===== config.mk =====
export PLATFORM = sky130hd
export DESIGN_NAME = header_parser
export DESIGN_NICKNAME = d
export VERILOG_FILES = /design/src/rtl/header_parser_pkg.sv /design/src/rtl/header_field_extract.sv /design/src/rtl/header_parser.sv
export SDC_FILE = /design/constraint.sdc
export NUM_CORES = 1
export LEC_CHECK = 0
export BUFFER_PORTS_ARGS = -buffer_cell sky130_fd_sc_hd__buf_2
export CORE_MARGIN = 2
export CORE_UTILIZATION = 50
export CTS_CLUSTER_SIZE = 40
export DETAILED_ROUTE_END_ITERATION = 8
export PLACE_DENSITY = 0.71
export SKIP_LAST_GASP = 1
export SLEW_MARGIN = 0
export SYNTH_ARGS = -nofsm -noshare
export SYNTH_HDL_FRONTEND = slang
export SYNTH_SLANG_ARGS = --single-unit

===== constraint.sdc =====
create_clock -name clk -period 20.7 [get_ports clk]
set_input_delay 4.14 -clock clk [delete_from_list [all_inputs] [get_ports clk]]
set_output_delay 4.14 -clock clk [all_outputs]
set_load 0.01 [all_outputs]

===== src/rtl/header_parser_pkg.sv =====
// Shared OpenFlow header-bus layout, ethertype/protocol constants and parser state encoding.
// The matcher and action processor import the same field positions.
package header_parser_pkg;

   localparam int OF_HEADER_REG_WIDTH = 240;

   localparam int OF_TP_DST_POS   = 0;
   localparam int OF_TP_DST_W     = 16;
   localparam int OF_TP_SRC_POS   = 16;
   localparam int OF_TP_SRC_W     = 16;
   localparam int OF_NW_PROTO_POS = 32;
   localparam int OF_NW_PROTO_W   = 8;
   localparam int OF_NW_DST_POS   = 40;
   localparam int OF_NW_DST_W     = 32;
   localparam int OF_NW_SRC_POS   = 72;
   localparam int OF_NW_SRC_W     = 32;
   localparam int OF_DL_TYPE_POS  = 104;
   localparam int OF_DL_TYPE_W    = 16;
   localparam int OF_DL_SRC_POS   = 120;
   localparam int OF_DL_SRC_W     = 48;
   localparam int OF_DL_DST_POS   = 168;
   localparam int OF_DL_DST_W     = 48;
   localparam int OF_DL_VLAN_POS  = 216;
   localparam int OF_DL_VLAN_W    = 16;
   localparam int OF_IN_PORT_POS  = 232;
   localparam int OF_IN_PORT_W    = 8;

   localparam logic [15:0] ETHERTYPE_IP   = 16'h0800;
   localparam logic [15:0] ETHERTYPE_VLAN = 16'h8100;
   localparam logic [15:0] OF_VLAN_NONE   = 16'hFFFF;
   localparam logic [7:0]  IP_PROTO_TCP   = 8'd6;
   localparam logic [7:0]  IP_PROTO_UDP   = 8'd17;

   localparam int CAPTURE_WORDS = 6;
   localparam int CAPTURE_BYTES = 48;

   typedef enum logic [2:0] {
      ST_IDLE,
      ST_MODHDR,
      ST_CAPTURE,
      ST_EMIT,
      ST_WAIT_EOP
   } parser_state_e;

   function automatic logic is_l4_proto(input logic [7:0] proto);
      return (proto == IP_PROTO_TCP) || (proto == IP_PROTO_UDP);
   endfunction

endpackage


===== src/rtl/header_field_extract.sv =====
// Combinational mapping of the 48-byte capture buffer (byte 0 in the MSBs) plus in_port
// onto the OpenFlow 10-tuple header bus.
module header_field_extract
   import header_parser_pkg::*;
(
   input  logic [CAPTURE_BYTES*8-1:0]     cap_i,
   input  logic [7:0]                     in_port_i,
   output logic [OF_HEADER_REG_WIDTH-1:0] header_bus_o
);

   logic         is_vlan;
   logic [15:0]  dl_type;
   logic [15:0]  dl_vlan;
   logic [239:0] ip_w;
   logic [3:0]   ihl;
   logic [7:0]   nw_proto;
   logic [12:0]  frag_off;
   logic         is_ip;
   logic         has_ports;

   // Byte b of the frame sits at cap_i[383-8b -: 8]; ip_w is a 30-byte window starting at the IP header.
   assign is_vlan   = (cap_i[287:272] == ETHERTYPE_VLAN);
   assign dl_type   = is_vlan ? cap_i[255:240] : cap_i[287:272];
   assign dl_vlan   = is_vlan ? {4'h0, cap_i[267:256]} : OF_VLAN_NONE;
   assign ip_w      = is_vlan ? cap_i[239:0] : cap_i[271:32];
   assign ihl       = ip_w[235:232];
   assign nw_proto  = ip_w[167:160];
   assign frag_off  = ip_w[188:176];
   assign is_ip     = (dl_type == ETHERTYPE_IP);
   assign has_ports = is_ip && (ihl == 4'd5) && is_l4_proto(nw_proto) && (frag_off == 13'd0);

   always_comb begin
      header_bus_o = '0;
      header_bus_o[OF_IN_PORT_POS +: OF_IN_PORT_W] = in_port_i;
      header_bus_o[OF_DL_VLAN_POS +: OF_DL_VLAN_W] = dl_vlan;
      header_bus_o[OF_DL_DST_POS  +: OF_DL_DST_W]  = cap_i[383:336];
      header_bus_o[OF_DL_SRC_POS  +: OF_DL_SRC_W]  = cap_i[335:288];
      header_bus_o[OF_DL_TYPE_POS +: OF_DL_TYPE_W] = dl_type;
      if (is_ip) begin
         header_bus_o[OF_NW_PROTO_POS +: OF_NW_PROTO_W] = nw_proto;
         header_bus_o[OF_NW_SRC_POS   +: OF_NW_SRC_W]   = ip_w[143:112];
         header_bus_o[OF_NW_DST_POS   +: OF_NW_DST_W]   = ip_w[111:80];
      end
      if (has_ports) begin
         header_bus_o[OF_TP_SRC_POS +: OF_TP_SRC_W] = ip_w[79:64];
         header_bus_o[OF_TP_DST_POS +: OF_TP_DST_W] = ip_w[63:48];
      end
   end

   logic unused_ip_bits;
   assign unused_ip_bits = ^{ip_w[239:236], ip_w[231:189], ip_w[175:168], ip_w[159:144], ip_w[47:0]};

endmodule


===== src/rtl/header_parser.sv =====
// Passive tap that captures the IOQ header and first six data words of each packet
// and emits the OpenFlow 10-tuple with a one-cycle headers_valid pulse.
module header_parser
   import header_parser_pkg::*;
#(
   parameter int                    DATA_WIDTH         = 64,
   parameter int                    CTRL_WIDTH         = 8,
   parameter logic [CTRL_WIDTH-1:0] IO_QUEUE_STAGE_NUM = 8'hFF
)(
   input  logic                           clk,
   input  logic                           reset,
   input  logic [DATA_WIDTH-1:0]          in_data,
   input  logic [CTRL_WIDTH-1:0]          in_ctrl,
   input  logic                           in_wr,
   output logic [OF_HEADER_REG_WIDTH-1:0] header_bus,
   output logic                           headers_valid
);

   parser_state_e                  state_q;
   logic [2:0]                     count_q;
   logic                           pending_eop_q;
   logic [7:0]                     in_port_q;
   logic [DATA_WIDTH-1:0]          cap_q [CAPTURE_WORDS];
   logic [OF_HEADER_REG_WIDTH-1:0] header_bus_q;
   logic                           headers_valid_q;

   logic [CAPTURE_WORDS*DATA_WIDTH-1:0] cap_flat;
   logic [OF_HEADER_REG_WIDTH-1:0]      header_bus_d;
   logic                                ioq_hdr;
   logic                                ctrl_word;
   logic                                data_word;

   assign ioq_hdr   = in_wr && (in_ctrl == IO_QUEUE_STAGE_NUM);
   assign ctrl_word = in_wr && (in_ctrl != '0);
   assign data_word = in_wr && (in_ctrl == '0);
   assign cap_flat  = {cap_q[0], cap_q[1], cap_q[2], cap_q[3], cap_q[4], cap_q[5]};

   header_field_extract u_extract (
      .cap_i        (cap_flat),
      .in_port_i    (in_port_q),
      .header_bus_o (header_bus_d)
   );

   always_ff @(posedge clk) begin
      if (reset) begin
         state_q         <= ST_IDLE;
         count_q         <= '0;
         pending_eop_q   <= 1'b0;
         in_port_q       <= '0;
         header_bus_q    <= '0;
         headers_valid_q <= 1'b0;
         for (int i = 0; i < CAPTURE_WORDS; i++) cap_q[i] <= '0;
      end else begin
         headers_valid_q <= 1'b0;
         unique case (state_q)
            ST_IDLE: begin
               if (ioq_hdr) begin
                  in_port_q <= in_data[23:16];
                  for (int i = 0; i < CAPTURE_WORDS; i++) cap_q[i] <= '0;
                  state_q <= ST_MODHDR;
               end
            end
            ST_MODHDR: begin
               if (data_word) begin
                  cap_q[0] <= in_data;
                  count_q  <= 3'd1;
                  state_q  <= ST_CAPTURE;
               end
            end
            ST_CAPTURE: begin
               if (in_wr) begin
                  cap_q[count_q] <= in_data;
                  count_q        <= count_q + 3'd1;
                  if ((count_q == 3'd5) || (in_ctrl != '0)) begin
                     state_q       <= ST_EMIT;
                     pending_eop_q <= (in_ctrl == '0);
                  end
               end
            end
            ST_EMIT: begin
               header_bus_q    <= header_bus_d;
               headers_valid_q <= 1'b1;
               // A new IOQ header may already arrive here; take it so back-to-back packets survive.
               if (ioq_hdr) begin
                  in_port_q <= in_data[23:16];
                  for (int i = 0; i < CAPTURE_WORDS; i++) cap_q[i] <= '0;
                  state_q <= ST_MODHDR;
               end else if (ctrl_word) begin
                  state_q <= ST_IDLE;
               end else if (pending_eop_q) begin
                  state_q <= ST_WAIT_EOP;
               end else begin
                  state_q <= ST_IDLE;
               end
            end
            ST_WAIT_EOP: begin
               if (ctrl_word) state_q <= ST_IDLE;
            end
            default: state_q <= ST_IDLE;
         endcase
      end
   end

   assign header_bus    = header_bus_q;
   assign headers_valid = headers_valid_q;

endmodule


Word level (Yosys, flattened, before mapping)
Memories as Yosys holds them, arrays and structs flattened. A register that Yosys moved wholly into a read port is not among the register bits. Index checks and enable logic that the tools add are counted.

Mux-type cells: 51. $mul: 0. Order comparisons: 0. Bitwise operators: 13. Reduce and logical (&&, ||, !) cells: 19. Shift operators: 0. Eq/ne operators: 16. $add $sub $neg: 1. Divide/modulo/power cells: 0.

Operator list (count): 64-bit two-way mux (14); 236-bit two-way mux (1); 72-bit two-way mux (1); 64-bit OR reduction (1); 3-bit two-way mux (11); 16-bit two-way mux (2); 32-bit two-way mux (1); 1-bit two-way mux (19); 16-bit by 12-bit equality test with 1-bit output, second input constant (1); 16-bit equality test, second input constant (1); 3-bit one-hot mux with 5 select lines (1); 13-bit zero test (1); 1-bit bitwise OR (13); 2-bit != test, second input constant (5); 8-bit by 3-bit equality test with 1-bit output, second input constant (1); 8-bit by 5-bit equality test with 1-bit output, second input constant (1); 8-bit equality test, second input constant (1); 8-bit zero test (1); 8-bit nonzero test (1); 3-bit by 2-bit equality test with 1-bit output, second input constant (2); 3-bit equality test, second input constant (2); 1-bit logical AND (6); 3-bit one-hot mux with 2 select lines (1); 3-bit AND reduction (2); other kinds (9) (10).

ROM bits: 0. Output and inout port bits: 241. Memories kept: 1. Flip-flop bits (word level): 256. Bits in writable memories: 384. Latch bits: 0. Word-level logic and storage cells: 107. Input port bits: 75.

Memory list: cap_q (depth 6, width 64, read ports 6, clocked after memory_dff 1, write ports 6, RTL line header_parser.sv:23) `logic [DATA_WIDTH-1:0] cap_q [CAPTURE_WORDS];`.

Longest topological paths before layout
Gate-level depths: netlist (run 1).

Word-level depth: 10. Mapped depth: 8. Depth with buffers taken out: 6.

Cells and area by module
From an unflattened synthesis (run 1), not the netlist that was laid out.

Cell total of the unflattened synthesis: 2373. Area, all modules: 26648.1 um2.

By module, submodules not included: header_parser (times used 1, cells an instance 1946, area an instance 23247.3 um2, sequential area each 16656.0 um2); header_field_extract (times used 1, cells an instance 427, area an instance 3400.8 um2, sequential area each 0.0 um2).

Worst setup path after synthesis (run 1)
Ideal clock, no wire load.

Path type: input -> register. Start: input port in_wr. End: memory cap_q[4][0], enable pin. Setup slack: 10964 ps. Path buffers: 0. Data required time: 20126 ps. Setup time: 574 ps. Data arrival time: 9162 ps. Cell stages on the path: 3. Path through: nand4bb_1 or3_1 o21ai_0.

RTL lines: start: declaration (RTL line header_parser.sv:14) `input logic in_wr,`; end: declaration (RTL line header_parser.sv:23).

==> metrics.md, run 1 <==
| Metric | Value |
|---|---|
| Vias | 14,650 |
| Unique masters post-synth | 55 |
| Most used DFF post-synth | edfxtp_1 |
| Fraction of registers with async set/reset | 0 |
| Antenna Cells | 0 |
| Max capacitance violation total | 0 |
| Clock sink count | 559 |
| Clock-pin slew on the worst setup and hold paths | 0.06 ns |
| RSZ-0062 raised after global routing | no |
| Placed instance area | 23,300 µm² |
| Post-CTS Hold Fix Bufs | 0 |
| Placed insts | 2,585 |
| Drt drc | 0 |
| Slew of the pin with the lowest slew margin | 1.16 ns |
| First-pass iteration count of the detailed router | 6 |
| Post-Synthesis Cells | 1,833 |
| Crit path required time | 20.73 ns |
| Port Buf Inserts | 315 |
| Worst rel slew slack | 0.229 |
| Reg2Reg Depth | 4 |
| # rows | 75 |
| Global-route wire length before repair | 85,900 µm |
| Die area | 44,200 µm² |
| Pin count of the biggest net entering global routing | 106 |
| Power per cell area | 90.1 nW/µm² |
| Cts repair resizes | 0 |
| GRT Overall Usage | 0.258 |
| Mean Syn Cell Area | 11.6 µm² |
| Num CTS Buffers | 55 |
| Synth warnings | 0 |
| Sequential area share after synthesis | 0.670 |
| Clk_lat worst skew | 0.61 ns |
| # IOs | 316 |
| R2R Path End | cap_q[0][0] |
| CP Class | input port to register |
| Non-filler instance count after layout | 2,688 |
| GRT overflow | 0 |
| Tmin final | 6.37 ns |
| Max Slew Vio Count | 0 |
| Post-DRT Antenna Nets | 0 |
| Die Y | 210 µm |
| CP Launch Type | input port |
| Most frequent cell after synthesis | nand2_1 |
| Final Skew | 0.0239 ns |
| Synth area leaders | edfxtp_1 (43%), dfxtp_1 (24%), and2_1 (9.0%) |
| Synth Cell Area | 21,300 µm² |
| Worst min path class | register to register |
| Vias per cell | 5.45 |
| Hold Path Sink | header_bus[94] |
| Design area | 25,100 µm² |
| Filler cell count | 3,440 |
| Root Driver | clkbuf_16 |
| Max Freq | 157 MHz |
| Final nets | 2,180 |
| Kind of end point of the critical path | register |
| Bufs on Longest Clock Path | 3 |
| HPWL after detailed placement | 37,800 µm |
| LEAKAGE | 9.79 nW |
| Worst EP arrival | 6.41 ns |
| Worst vdd ir | 0.0000610 V |
| Reg2reg start | state_q[0] |
| Startpoint of the worst hold path | header_bus[94] |
| Number of synthesized register bits | 559 |
| Share of cells above drive strength 1 | 0.208 |
| Power after layout | 2.26 mW |
| Top post-synthesis cells by count | nand2_1 (327), and2_1 (306), edfxtp_1 (306) |
| Final period util | 0.308 |
| Flop2flop setup slack | 17.26 ns |
| Synth Net Count | 1,910 |
| Post-synth top area share | 0.432 |
| Initial Utilization | 0.507 |
| Initial antenna violation count | 1 |
| Final setup violating endpoints | 0 |
| Routed wire per std cell | 21.4 µm |
| Routability cong. | 0.837 |
| Post-CTS setup buffers | 0 |
| EDFF count, synth | 306 |
| Core area | 41,900 µm² |
| H-tree levels | 2 |
| CP max FO | 64 |
| Final WL | 57,500 µm |
| Syn-to-layout area delta | 18.1% |
| Final hold violations | 0 |
| Die width | 210 µm |
| Outcome | finished, final reports clean |
| Fin Setup TNS | 0 ns |
| Iteration-0 DRC Markers | 1,359 |
| Cell depth of the worst min-delay path | 2 |
| Vias in the first global route | 14,254 |
| CTS tree | built |
| Yosys top cell by area | edfxtp_1 |
==> power breakdown <==
group / switching [mW] / internal [mW] / total [mW]
Sequential: 0.00981 / 1.19 / 1.20
Clock: 0.418 / 0.594 / 1.01
Combinational: 0.0441 / 0.0110 / 0.0551
==> worst max-delay path by stage <==
stage / startpoint / cells past startpoint / endpoint / slack (ns)
after floorplan: in_wr / 3 / cap_q[4][0] / 10.96
after global placement: reset / 3 / cap_q[0][23] / 13.74
after detailed placement: reset / 3 / cap_q[0][24] / 13.64
after CTS: reset / 3 / cap_q[0][3] / 14.29
after global routing: reset / 3 / cap_q[0][0] / 14.09
final: reset / 3 / cap_q[0][0] / 14.33
==> cells by family after synthesis <==
| logic type | share of synthesized area |
|---|---|
| and+or+nand+nor | 0.185 |
| muxes | 0.0376 |
| AOI/OAI and AO/OA | 0.0800 |
| xor gates and xnor gates | 0.000412 |
| buffers and inverters | 0.0260 |
| DFF | 0.670 |
| adders and majority gates | 0.00118 |
==> layout by cell type, fill, tap and decap left out, types with 14 or more instances in the layout <==
cell       instances
a22oi_1           33
clkbuf_8          14
and2_1           306
a211oi_1          16
edfxtp_1         306
buf_4             20
buf_2            314
mux2i_1           80
a21oi_1          124
dfxtp_1          253
nor2_1            44
o21ai_1          106
nor3_1            32
clkbuf_16         62
nand2_1          326
==> state kept, by name (all words and copies together) (netlist names) <==
name,cells
cap_q,306
count_q,3
header_bus,237
headers_valid,1
in_port_q,8
pending_eop_q,1
state_q,3
==> worst max-delay path, stage by stage <==
cell and delay [ns]:
buf_4 0.28, a21oi_1 0.99, nand3_4 0.90
==> cell type report <==
cell class	count	area (µm²)	share of cell area
sequential	559	14300	0.567
multi-input combinational	1151	6600	0.263
clock buffer	90	1800	0.0717
timing repair buffer	334	1720	0.0685
tap	539	674	0.0268
clock inverter	13	71.3	0.00284
inverter	2	7.51	0.000299
==> per-layer routing <==
layer  routed length (µm)  global-route usage  vias up  part of all wire
met4                 2350               0.113        0             0.041
met5                    0                   0        -                 0
met1                23300               0.330     7161              0.41
li1                     -                   -     6886                 -
met2                28500               0.437      485              0.50
met3                 3290              0.0413      118             0.057
==> per-stage QoR <==
stage                     setup slack [ns]  hold WS (ns)   util
after floorplan                      10.96         0.432      -
after global placement               13.74         0.435  0.554
after detailed placement             13.64         0.439  0.554
after CTS                            14.29         0.447  0.599
after global routing                 14.09         0.462  0.599
final                                14.33         0.442  0.599
No activity file was read; power rests on OpenSTA's default activity.
==> inputs of run 2 (changes only) <==
clock period = 6.3 ns   (was 20.7 ns; I/O delays follow)
==> run 2 against run 1 <==
Critical path depth up 3. Via count up 0.17%. Sequential power rose to 3.3 times the previous value. Wire length down 1.4%. Clock power rose to 3.2 times the previous value. Sequential share of layout area up 0.13 points. Worst setup slack worse by 12 ns. Core utilization down 0.14 points. First-iteration DRC count down 12%. Clock skew about the same. Largest cell class unchanged.
==> metrics.md, run 2 (synthesized netlist as in run 1, its figures left out) <==
| Metric | Value |
|---|---|
| Initial antenna violation count | 1 (unchanged) |
| Tmin final | 3.50 ns |
| Final setup violating endpoints | 0 (unchanged) |
| Largest Register | cap_q (unchanged) |
| Vias | 14,675 (was 14,650) |
| CP peak stage delay | 0.59 ns (was 0.99 ns) |
| RSZ-0062 raised after global routing | no (unchanged) |
| Drt drc | 0 (unchanged) |
| Die width | 210 µm (unchanged) |
| Pin count of the biggest net entering global routing | 96 (was 106) |
| Routed wire per std cell | 21.1 µm (was 21.4 µm) |
| Internal power | 5.81 mW (was 1.79 mW) |
| Initial Utilization | 0.507 (unchanged) |
| Crit-path cells | buf_2 -> nand2_1 -> nor3_1 -> a21oi_1 -> o21ai_4 -> buf_4 (was buf_4 -> a21oi_1 -> nand3_4) |
| Max Freq | 286 MHz |
| Worst Setup SP | in_wr (was reset) |
| Outcome | finished, final reports clean (unchanged) |
| Vias per cell | 5.45 (about the same) |
| GRT overflow | 0 (unchanged) |
| HPWL after detailed placement | 37,600 µm (was 37,800 µm) |
| GRT Overall Usage | 0.255 (was 0.258) |
| Crit path required time | 6.53 ns (was 20.73 ns) |
| Sequential Power Share | 0.536 (was 0.529) |
| Global-route wire length before repair | 84,700 µm (was 85,900 µm) |
| Filler cell count | 3,413 (was 3,440) |
| Fin Setup TNS | 0 ns (unchanged) |
| Clk_lat worst skew | 0.61 ns (about the same) |
| Max reg flops | 306 (unchanged) |
| Kind of end point of the critical path | register (unchanged) |
| Syn-to-layout area delta | 17.8% (was 18.1%) |
| Final period util | 0.555 |
| CTS tree | built (unchanged) |
| Power after layout | 7.35 mW (was 2.26 mW) |
| Reg2reg start | state_q[0] (unchanged) |
| Commonest non-fill, non-tap cell in the layout | nand2_1 (unchanged) |
| Worst min path class | register to register (unchanged) |
| # rows | 75 (unchanged) |
| Routability cong. | 0.839 (was 0.837) |
| Post-CTS setup buffers | 0 (unchanged) |
| Most frequent cells in the layout | nand2_1 (326), buf_2 (314), and2_1 (306), edfxtp_1 (306), dfxtp_1 (253) (unchanged) |
| Worst rel slew slack | 0.237 (was 0.229) |
| Worst Path Buf+Inv | 2 (was 1) |
| Num CTS Buffers | 56 (was 55) |
| CP Class | input port to register (unchanged) |
| Slew of the pin with the lowest slew margin | 1.14 ns (was 1.16 ns) |
| Pre-CTS setup slack | 2.25 ns (was 13.64 ns) |
| Clock-pin slew on the worst setup and hold paths | 0.06 ns (about the same) |
| Final Skew | 0.0240 ns (was 0.0239 ns) |
| LEAKAGE | 9.76 nW (was 9.79 nW) |
| Switching share of power | 0.209 (was 0.208) |
| Max capacitance violation total | 0 (unchanged) |
| Clock share of power | 0.440 (was 0.447) |
| Max Slew Vio Count | 0 (unchanged) |
| Vias in the first global route | 14,157 (was 14,254) |
| H-tree levels | 2 (unchanged) |
| CP max FO | 38 (was 64) |
| Worst vdd ir | 0.000218 V (was 0.0000610 V) |
| Power per cell area | 293 nW/µm² (was 90.1 nW/µm²) |
| Post-DRT Antenna Nets | 0 (unchanged) |
| Final nets | 2,182 (was 2,180) |
| Die area | 44,200 µm² (unchanged) |
| Clock sink count | 559 (unchanged) |
| Iteration-0 DRC Markers | 1,191 (was 1,359) |
| Post-CTS Hold Fix Bufs | 0 (unchanged) |
| Non-filler instance count after layout | 2,691 (was 2,688) |
| Logic gate share of total power | 0.024 (about the same) |
| Startpoint of the worst hold path | header_bus[8] (was header_bus[94]) |
| CP Launch Type | input port (unchanged) |
| Final hold violations | 0 (unchanged) |
| Die Y | 210 µm (unchanged) |
| Final WL | 56,600 µm (was 57,500 µm) |
| Placed insts | 2,586 (was 2,585) |
| First-pass iteration count of the detailed router | 5 (was 6) |
| Cts repair resizes | 0 (unchanged) |
| Switching pwr | 1.54 mW (was 0.472 mW) |
| # IOs | 316 (unchanged) |
| Final WS setup | 2.80 ns (was 14.33 ns) |
| Share of cells above drive strength 1 | 0.208 (about the same) |
| Critical-path top delay cell | nor3_1 (was a21oi_1) |
| Root Driver | clkbuf_16 (unchanged) |
| Worst EP arrival | 3.72 ns (was 6.41 ns) |
| CP top delay family | compound AO/OA/AOI/OAI gates (unchanged) |
| Bufs on Longest Clock Path | 3 (unchanged) |
| Final Util | 0.598 (was 0.599) |
| Port Buf Inserts | 315 (unchanged) |
| Core area | 41,900 µm² (unchanged) |
run 2: cell types whose count changed in the layout (fill, tap and decap cells not counted), sizes merged:
cell	delta
buf	+1
bufinv	+1
clkbuf	-8
clkinv	+9
diode	+1
inv	-1
run 2: layer usage:
| layer | vias up | GRT usage | share of wire |
|---|---|---|---|
| met5 | - | 0 | 0 |
| met2 | 547 | 0.421 | 0.48 |
| met3 | 118 | 0.0469 | 0.067 |
| li1 | 6898 | - | - |
| met1 | 7112 | 0.328 | 0.40 |
| met4 | 0 | 0.119 | 0.046 |
run 2: final timing paths:
path | cells past startpoint | slack, ns | endpoint
worst max register to register | 4 | 2.89 | cap_q[0][53]
worst min register to register | 2 | 0.45 | header_bus[8]
worst min-delay path | 2 | 0.45 | header_bus[8]
worst max-delay path | 6 | 2.80 | cap_q[4][25]
run 2: layout make-up:
type                            instances  area (µm²)  share of cell area
Sequential cell                       559       14300               0.569
Multi-Input combinational cell       1151        6600               0.263
Timing Repair Buffer                  335        1730              0.0690
Clock buffer                           82        1670              0.0667
Tap cell                              539         674              0.0269
Clock inverter                         22         133             0.00529
Inverter                                2        7.51            0.000299
Antenna cell                            1        2.50           0.0000998
run 2: stage by stage:
stage | hold slack (ns) | instance area, µm²
floorplan | 0.432 | 21300
global placement | 0.434 | 23300
detailed placement | 0.439 | 23300
CTS | 0.448 | 25100
global route | 0.464 | 25100
finish | 0.446 | 25100
run 2: power groups by stage:
stage | Combinational, mW | Sequential [mW] | Clock (mW)
final | 0.180 | 3.94 | 3.23
after CTS | 0.183 | 3.94 | 3.28
after global routing | 0.191 | 3.94 | 3.43
after floorplan | 0.0709 | 4.01 | 0
after detailed placement | 0.182 | 4.01 | 0
after global placement | 0.180 | 4.01 | 0
run 2: tightest hold or removal path: stages, from the launching register on:
cell     delay, ns
dfxtp_1       0.31
nand2_1       0.05
o21ai_1       0.05
